**src/rtl/cpu_io_pkg.sv**
```systemverilog
// Shared types and constants for the cpu-side memory-mapped I/O blocks.
// Holds the UART serializer state encoding and the default transmit register address.
package cpu_io_pkg;

  typedef enum logic [1:0] {
    IDLE,
    START,
    DATA,
    STOP
  } uart_state_t;

  localparam int UART_DATA_BITS = 8;
  localparam logic [31:0] DEFAULT_TX_ADDR = 32'hFFFF_0000;

endpackage

```
**src/rtl/byte_fifo.sv**
```systemverilog
// Byte-wide FIFO with first-word-fall-through read data and a registered occupancy count.
// A push into a full FIFO is only taken when a pop happens on the same edge.
module byte_fifo #(
  parameter int DEPTH = 16
) (
  input  logic                     clk,
  input  logic                     reset,
  input  logic                     push,
  input  logic                     pop,
  input  logic [7:0]               wdata,
  output logic [7:0]               rdata,
  output logic [$clog2(DEPTH):0]   count,
  output logic                     full,
  output logic                     empty
);

  localparam int AW = $clog2(DEPTH);

  logic [7:0]    mem [DEPTH];
  logic [AW-1:0] wr_ptr_q, wr_ptr_d;
  logic [AW-1:0] rd_ptr_q, rd_ptr_d;
  logic [AW:0]   count_q, count_d;
  logic          do_push, do_pop;

  assign empty = (count_q == '0);
  assign full  = (count_q == (AW+1)'(DEPTH));
  assign count = count_q;
  assign rdata = mem[rd_ptr_q];

  always_comb begin
    do_pop   = pop && !empty;
    do_push  = push && (!full || do_pop);
    wr_ptr_d = do_push ? wr_ptr_q + AW'(1) : wr_ptr_q;
    rd_ptr_d = do_pop ? rd_ptr_q + AW'(1) : rd_ptr_q;
    count_d  = count_q;
    case ({do_push, do_pop})
      2'b10:   count_d = count_q + (AW+1)'(1);
      2'b01:   count_d = count_q - (AW+1)'(1);
      default: count_d = count_q;
    endcase
  end

  always_ff @(posedge clk) begin
    if (reset) begin
      wr_ptr_q <= '0;
      rd_ptr_q <= '0;
      count_q  <= '0;
    end else begin
      wr_ptr_q <= wr_ptr_d;
      rd_ptr_q <= rd_ptr_d;
      count_q  <= count_d;
    end
  end

  // Storage carries no reset; occupancy is tracked solely by the pointers and count.
  always_ff @(posedge clk) begin
    if (do_push) begin
      mem[wr_ptr_q] <= wdata;
    end
  end

endmodule

```
**src/rtl/mmio_uart_tx.sv**
```systemverilog
// Memory-mapped console transmitter: cpu byte stores to TX_ADDR are queued and sent as 8N1 frames.
// The cpu cannot be stalled, so stores that hit a full FIFO are dropped and latch a sticky overflow flag.
module mmio_uart_tx
  import cpu_io_pkg::*;
#(
  parameter logic [31:0] TX_ADDR      = DEFAULT_TX_ADDR,
  parameter int          FIFO_DEPTH   = 16,
  parameter int          CLKS_PER_BIT = 16
) (
  input  logic                          clk,
  input  logic                          reset,
  input  logic                          data_write,
  input  logic [7:0]                    data,
  input  logic [31:0]                   data_address,
  output logic                          tx,
  output logic                          busy,
  output logic [$clog2(FIFO_DEPTH):0]   fifo_count,
  output logic                          overflow
);

  localparam int TW = $clog2(CLKS_PER_BIT);
  localparam int BW = $clog2(UART_DATA_BITS);
  localparam logic [TW-1:0] TIMER_LAST = TW'(CLKS_PER_BIT - 1);
  localparam logic [BW-1:0] BIT_LAST   = BW'(UART_DATA_BITS - 1);

  uart_state_t   state_q, state_d;
  logic [TW-1:0] timer_q, timer_d;
  logic [BW-1:0] bit_idx_q, bit_idx_d;
  logic [7:0]    shift_q, shift_d;
  logic          tx_q, tx_d;
  logic          overflow_q, overflow_d;

  logic          push_req;
  logic          pop;
  logic          bit_last;
  logic [7:0]    fifo_rdata;
  logic          fifo_full;
  logic          fifo_empty;

  byte_fifo #(
    .DEPTH(FIFO_DEPTH)
  ) u_fifo (
    .clk   (clk),
    .reset (reset),
    .push  (push_req),
    .pop   (pop),
    .wdata (data),
    .rdata (fifo_rdata),
    .count (fifo_count),
    .full  (fifo_full),
    .empty (fifo_empty)
  );

  assign push_req = data_write && (data_address == TX_ADDR);
  assign bit_last = (timer_q == TIMER_LAST);

  always_comb begin
    overflow_d = overflow_q | (push_req & fifo_full & ~pop);
  end

  // Next-state logic; tx_d is the line level for the cycle after this edge.
  always_comb begin
    state_d   = state_q;
    timer_d   = bit_last ? '0 : timer_q + TW'(1);
    bit_idx_d = bit_idx_q;
    shift_d   = shift_q;
    tx_d      = tx_q;
    pop       = 1'b0;
    case (state_q)
      IDLE: begin
        timer_d = '0;
        tx_d    = 1'b1;
        if (!fifo_empty) begin
          pop     = 1'b1;
          shift_d = fifo_rdata;
          state_d = START;
          tx_d    = 1'b0;
        end
      end
      START: begin
        if (bit_last) begin
          state_d   = DATA;
          bit_idx_d = '0;
          tx_d      = shift_q[0];
        end
      end
      DATA: begin
        if (bit_last) begin
          shift_d = shift_q >> 1;
          if (bit_idx_q == BIT_LAST) begin
            state_d = STOP;
            tx_d    = 1'b1;
          end else begin
            bit_idx_d = bit_idx_q + BW'(1);
            tx_d      = shift_q[1];
          end
        end
      end
      STOP: begin
        if (bit_last) begin
          if (!fifo_empty) begin
            pop     = 1'b1;
            shift_d = fifo_rdata;
            state_d = START;
            tx_d    = 1'b0;
          end else begin
            state_d = IDLE;
            tx_d    = 1'b1;
          end
        end
      end
      default: begin
        state_d = IDLE;
        tx_d    = 1'b1;
      end
    endcase
  end

  always_ff @(posedge clk) begin
    if (reset) begin
      state_q    <= IDLE;
      timer_q    <= '0;
      bit_idx_q  <= '0;
      shift_q    <= '0;
      tx_q       <= 1'b1;
      overflow_q <= 1'b0;
    end else begin
      state_q    <= state_d;
      timer_q    <= timer_d;
      bit_idx_q  <= bit_idx_d;
      shift_q    <= shift_d;
      tx_q       <= tx_d;
      overflow_q <= overflow_d;
    end
  end

  assign tx       = tx_q;
  assign overflow = overflow_q;
  assign busy     = (fifo_count != '0) || (state_q != IDLE);

endmodule

```
**config.mk**
```make
export PLATFORM = sky130hd
export DESIGN_NAME = mmio_uart_tx
export DESIGN_NICKNAME = d
export VERILOG_FILES = /design/src/rtl/cpu_io_pkg.sv /design/src/rtl/byte_fifo.sv /design/src/rtl/mmio_uart_tx.sv
export SDC_FILE = /design/constraint.sdc
export NUM_CORES = 1
export LEC_CHECK = 0
export BUFFER_PORTS_ARGS = -buffer_cell sky130_fd_sc_hd__buf_2
export CELL_PAD_IN_SITES_DETAIL_PLACEMENT = 1
export CELL_PAD_IN_SITES_GLOBAL_PLACEMENT = 1
export CORE_MARGIN = 5
export CORE_UTILIZATION = 35
export DETAILED_ROUTE_END_ITERATION = 16
export GPL_ROUTABILITY_DRIVEN = 0
export PLACE_DENSITY_LB_ADDON = 0.1
export SETUP_SLACK_MARGIN = 0.15
export SYNTH_ARGS = -nofsm -noshare
export SYNTH_HDL_FRONTEND = slang
export SYNTH_HIERARCHICAL = 1
export SYNTH_SLANG_ARGS = --single-unit
```
**constraint.sdc**
```tcl
create_clock -name clk -period 4.7 [get_ports clk]
set_input_delay 0.94 -clock clk [delete_from_list [all_inputs] [get_ports clk]]
set_output_delay 0.94 -clock clk [all_outputs]
set_load 0.02 [all_outputs]
```
==> flow_summary.toml <==
[pwr]
switchingPower_uw = 858
report.power.total_mw = 3.30
leakage_nw = 2.67
ir_worst_vdd_mv = 0.277
p_int_mw = 2.44
p_per_area_nw_per_um2 = 415
combPwrFrac_pct = 11.1
seq_power_share_pct = 49.9
clkPwrFrac_pct = 39.0
p_sw_share_pct = 26.0

[critical_path]
crit_arrival_ps = 4240
cp-start-kind = "register"
crit_type = "register to register"
ff2ff_setup_slack_ps = 760
cp_max_fo = 10
worstPathRequired_ps = 5000
r2r_start = "u_fifo/count[0]"
endpoint_kind = "register"
cp-startpoint = "u_fifo/count[0]"

[logic_synthesis]
synth_area_leaders = "edfxtp_1, dfxtp_1, mux4_2, ha_1, mux2i_1"
synthFlopType = "edfxtp_1"
synth-edff-count = 128
yosysSeqAreaShare_pct = 66.1
synthCells = 441
synth.top_cell.area_share_pct = 55.7
yosysTopAreaCell = "edfxtp_1"
yosys_warnings = 6
synth-seq-cells = 164
synth_cell_type_count = 55
synth_area_per_cell_um2 = 15.7
syn_nets = 501
async_flop_share_pct = 0
netlist_area_um2 = 6910

[cts]
cts-hold-fix-buffers = 0
cts_resized = 0
post-cts-setup-buffers = 0
clock_latency_ps = 420
cts_tree = "done"
clk_path_buf_depth = 2
cts_root_buffer = "clkbuf_16"
clk_pin_slew_ps = 70
h-tree-depth = 4
numCtsBuffers = 17
cts_sinks = 164

[layout]
drive_above_1_share_pct = 24.7
seq_area_um2 = 4570
nNetsFinal = 553
n_fill_cell = 1969
multi_input_area_um2 = 2190
layout_common_cells = "edfxtp_1, buf_2, dfxtp_1, mux4_2, nor2_1"
area_growth_pct = 15.3
diodes = 0
post-route-cell-area_um2 = 7960
final_common_cell = "edfxtp_1"

[drt]
drt-pass1-iter-count = 5
routedWlPerCell_um = 20.4
first_iter_violations = 281
vias = 3972
wl_mm = 15.7
routed_via_density = 5.15
ant_nets = 0
drc = 0

[die]
core_um2 = 19500
initial_core_util_pct = 35.5
rows = 51
design.die.area_um2 = 22600
ioPinCount = 51
die-width_um = 150
die_h_um = 150

[run]
maxCapViolCount = 0

[sta]
tns_ps = 0
hold_viol = 0
finalCriticalPeriod_ps = 3940
fin_crit_sh_pct = 83.9
worstMarginPinSlew_ps = 1100
finalWorstSetupSlack_ps = 758
clock_skew_ps = 10.6
setup_viol = 0
slew_headroom_pct = 26.6
rsz0062_at_grt = "no"
drv_slew = 0
fmax_mhz = 254

[placement]
hpwl_mm = 10.5
placed_cell_area_um2 = 7410
dp_slack_ps = 772
io_buffers = 50

[worst_hold_path]
hold_path.class = "register to register"
hold_path.startpoint = "timer_q[0]"

[global_routing]
grt_pass1_wl_mm = 24.3
grt-ovfl-total = 0
grt_use_total_pct = 14.5
antenna_found_initial = 0
grt_max_degree = 34
grt_pass1_vias = 4187

[status]
outcome = "finished, final reports clean"
[per-stage QoR]
stage / std cells / utilization (%) / hold WS, ps
floorplan: 441 / - / 418
global placement: 739 / 38.1 / 434
detailed placement: 739 / 38.1 / 449
CTS: 771 / 40.9 / 464
global route: 771 / 40.9 / 496
finish: 771 / 40.9 / 455
[sequential cells by signal, indices dropped and copies added, names as in the netlist, named ones only]
register	flops
u_fifo/count	5
u_fifo/mem	128
bit_idx_q	3
state_q	2
u_fifo/rd_ptr_q	4
shift_q	8
u_fifo/wr_ptr_q	4
tx	1
timer_q	4
overflow	1
[worst max-delay path: stages (launching register included)]
cell,delay [ps]
dfxtp_1,470
or4_1,430
nor2_1,210
nor3_1,900
nor2b_1,310
o21ai_4,110
fa_1,420
nand2b_1,160
o2bb2ai_1,170
nor3b_1,160
or4_1,470
[power by group through the flow]
stage	logic, mW	clock network [mW]	registers, mW
after detailed placement	0.370	0	1.68
after global placement	0.355	0	1.68
after CTS	0.371	1.33	1.65
final	0.368	1.29	1.65
after floorplan	0.277	0	1.66
after global routing	0.410	1.40	1.65
[metal layers]
layer	track usage, %	wire, um	up-vias
li1	-	-	1851
met5	0	0	-
met4	4.12	143	0
met3	2.89	534	14
met1	20.2	7330	2050
met2	23.1	7690	57
[worst paths after layout]
| kind | cells after the start | endpoint |
|---|---|---|
| worst min register to register | 1 | timer_q[0] |
| worst min-delay path | 1 | timer_q[0] |
| worst max register to register | 10 | u_fifo/count[4] |
| worst max-delay path | 10 | u_fifo/count[4] |
[final cells by class]
type / count / area share (%)
Clock inverter: 14 / 1.52
Timing Repair Buffer: 52 / 3.33
Clock buffer: 18 / 5.39
Multi-Input combinational cell: 243 / 27.6
Sequential cell: 164 / 57.3
Inverter: 15 / 0.707
Tap cell: 265 / 4.16
[kinds of logic (layout without fill, tap and decap cells)]
kind of cell             Yosys count  in the layout  synth area share [%]
AO/OA/AOI/OAI                     63             63                  6.83
XOR/XNOR                           7              7                 0.888
adder cells (fa/ha/maj)           17             17                  3.19
buffers and inverters             34             99                  2.14
flip-flops                       164            164                  66.1
multiplexers                      45             45                  12.3
AND/OR/NAND/NOR                  111            111                  8.53
[synth_stat cells (2+ instances only)]
master / count
buf_2: 4
xnor2_1: 4
mux4_2: 32
ha_1: 16
a22oi_1: 16
buf_1: 2
or4_1: 2
clkbuf_1: 11
nor4_1: 7
edfxtp_1: 128
o211ai_1: 2
mux2i_1: 12
inv_1: 13
o21ai_2: 2
dfxtp_1: 36
nor3_1: 9
nor3b_1: 3
nand4_1: 5
o21a_1: 5
nand2b_1: 3
nor2_1: 29
a32oi_1: 2
xor2_1: 3
nor2b_1: 5
buf_6: 2
nand2_1: 11
and2_1: 13
nand3_1: 12
and3_1: 6
o21ai_0: 4
a21oi_1: 8
o21ai_1: 2
a211oi_1: 9
a221oi_1: 2
No activity file was read; power rests on OpenSTA's default activity.
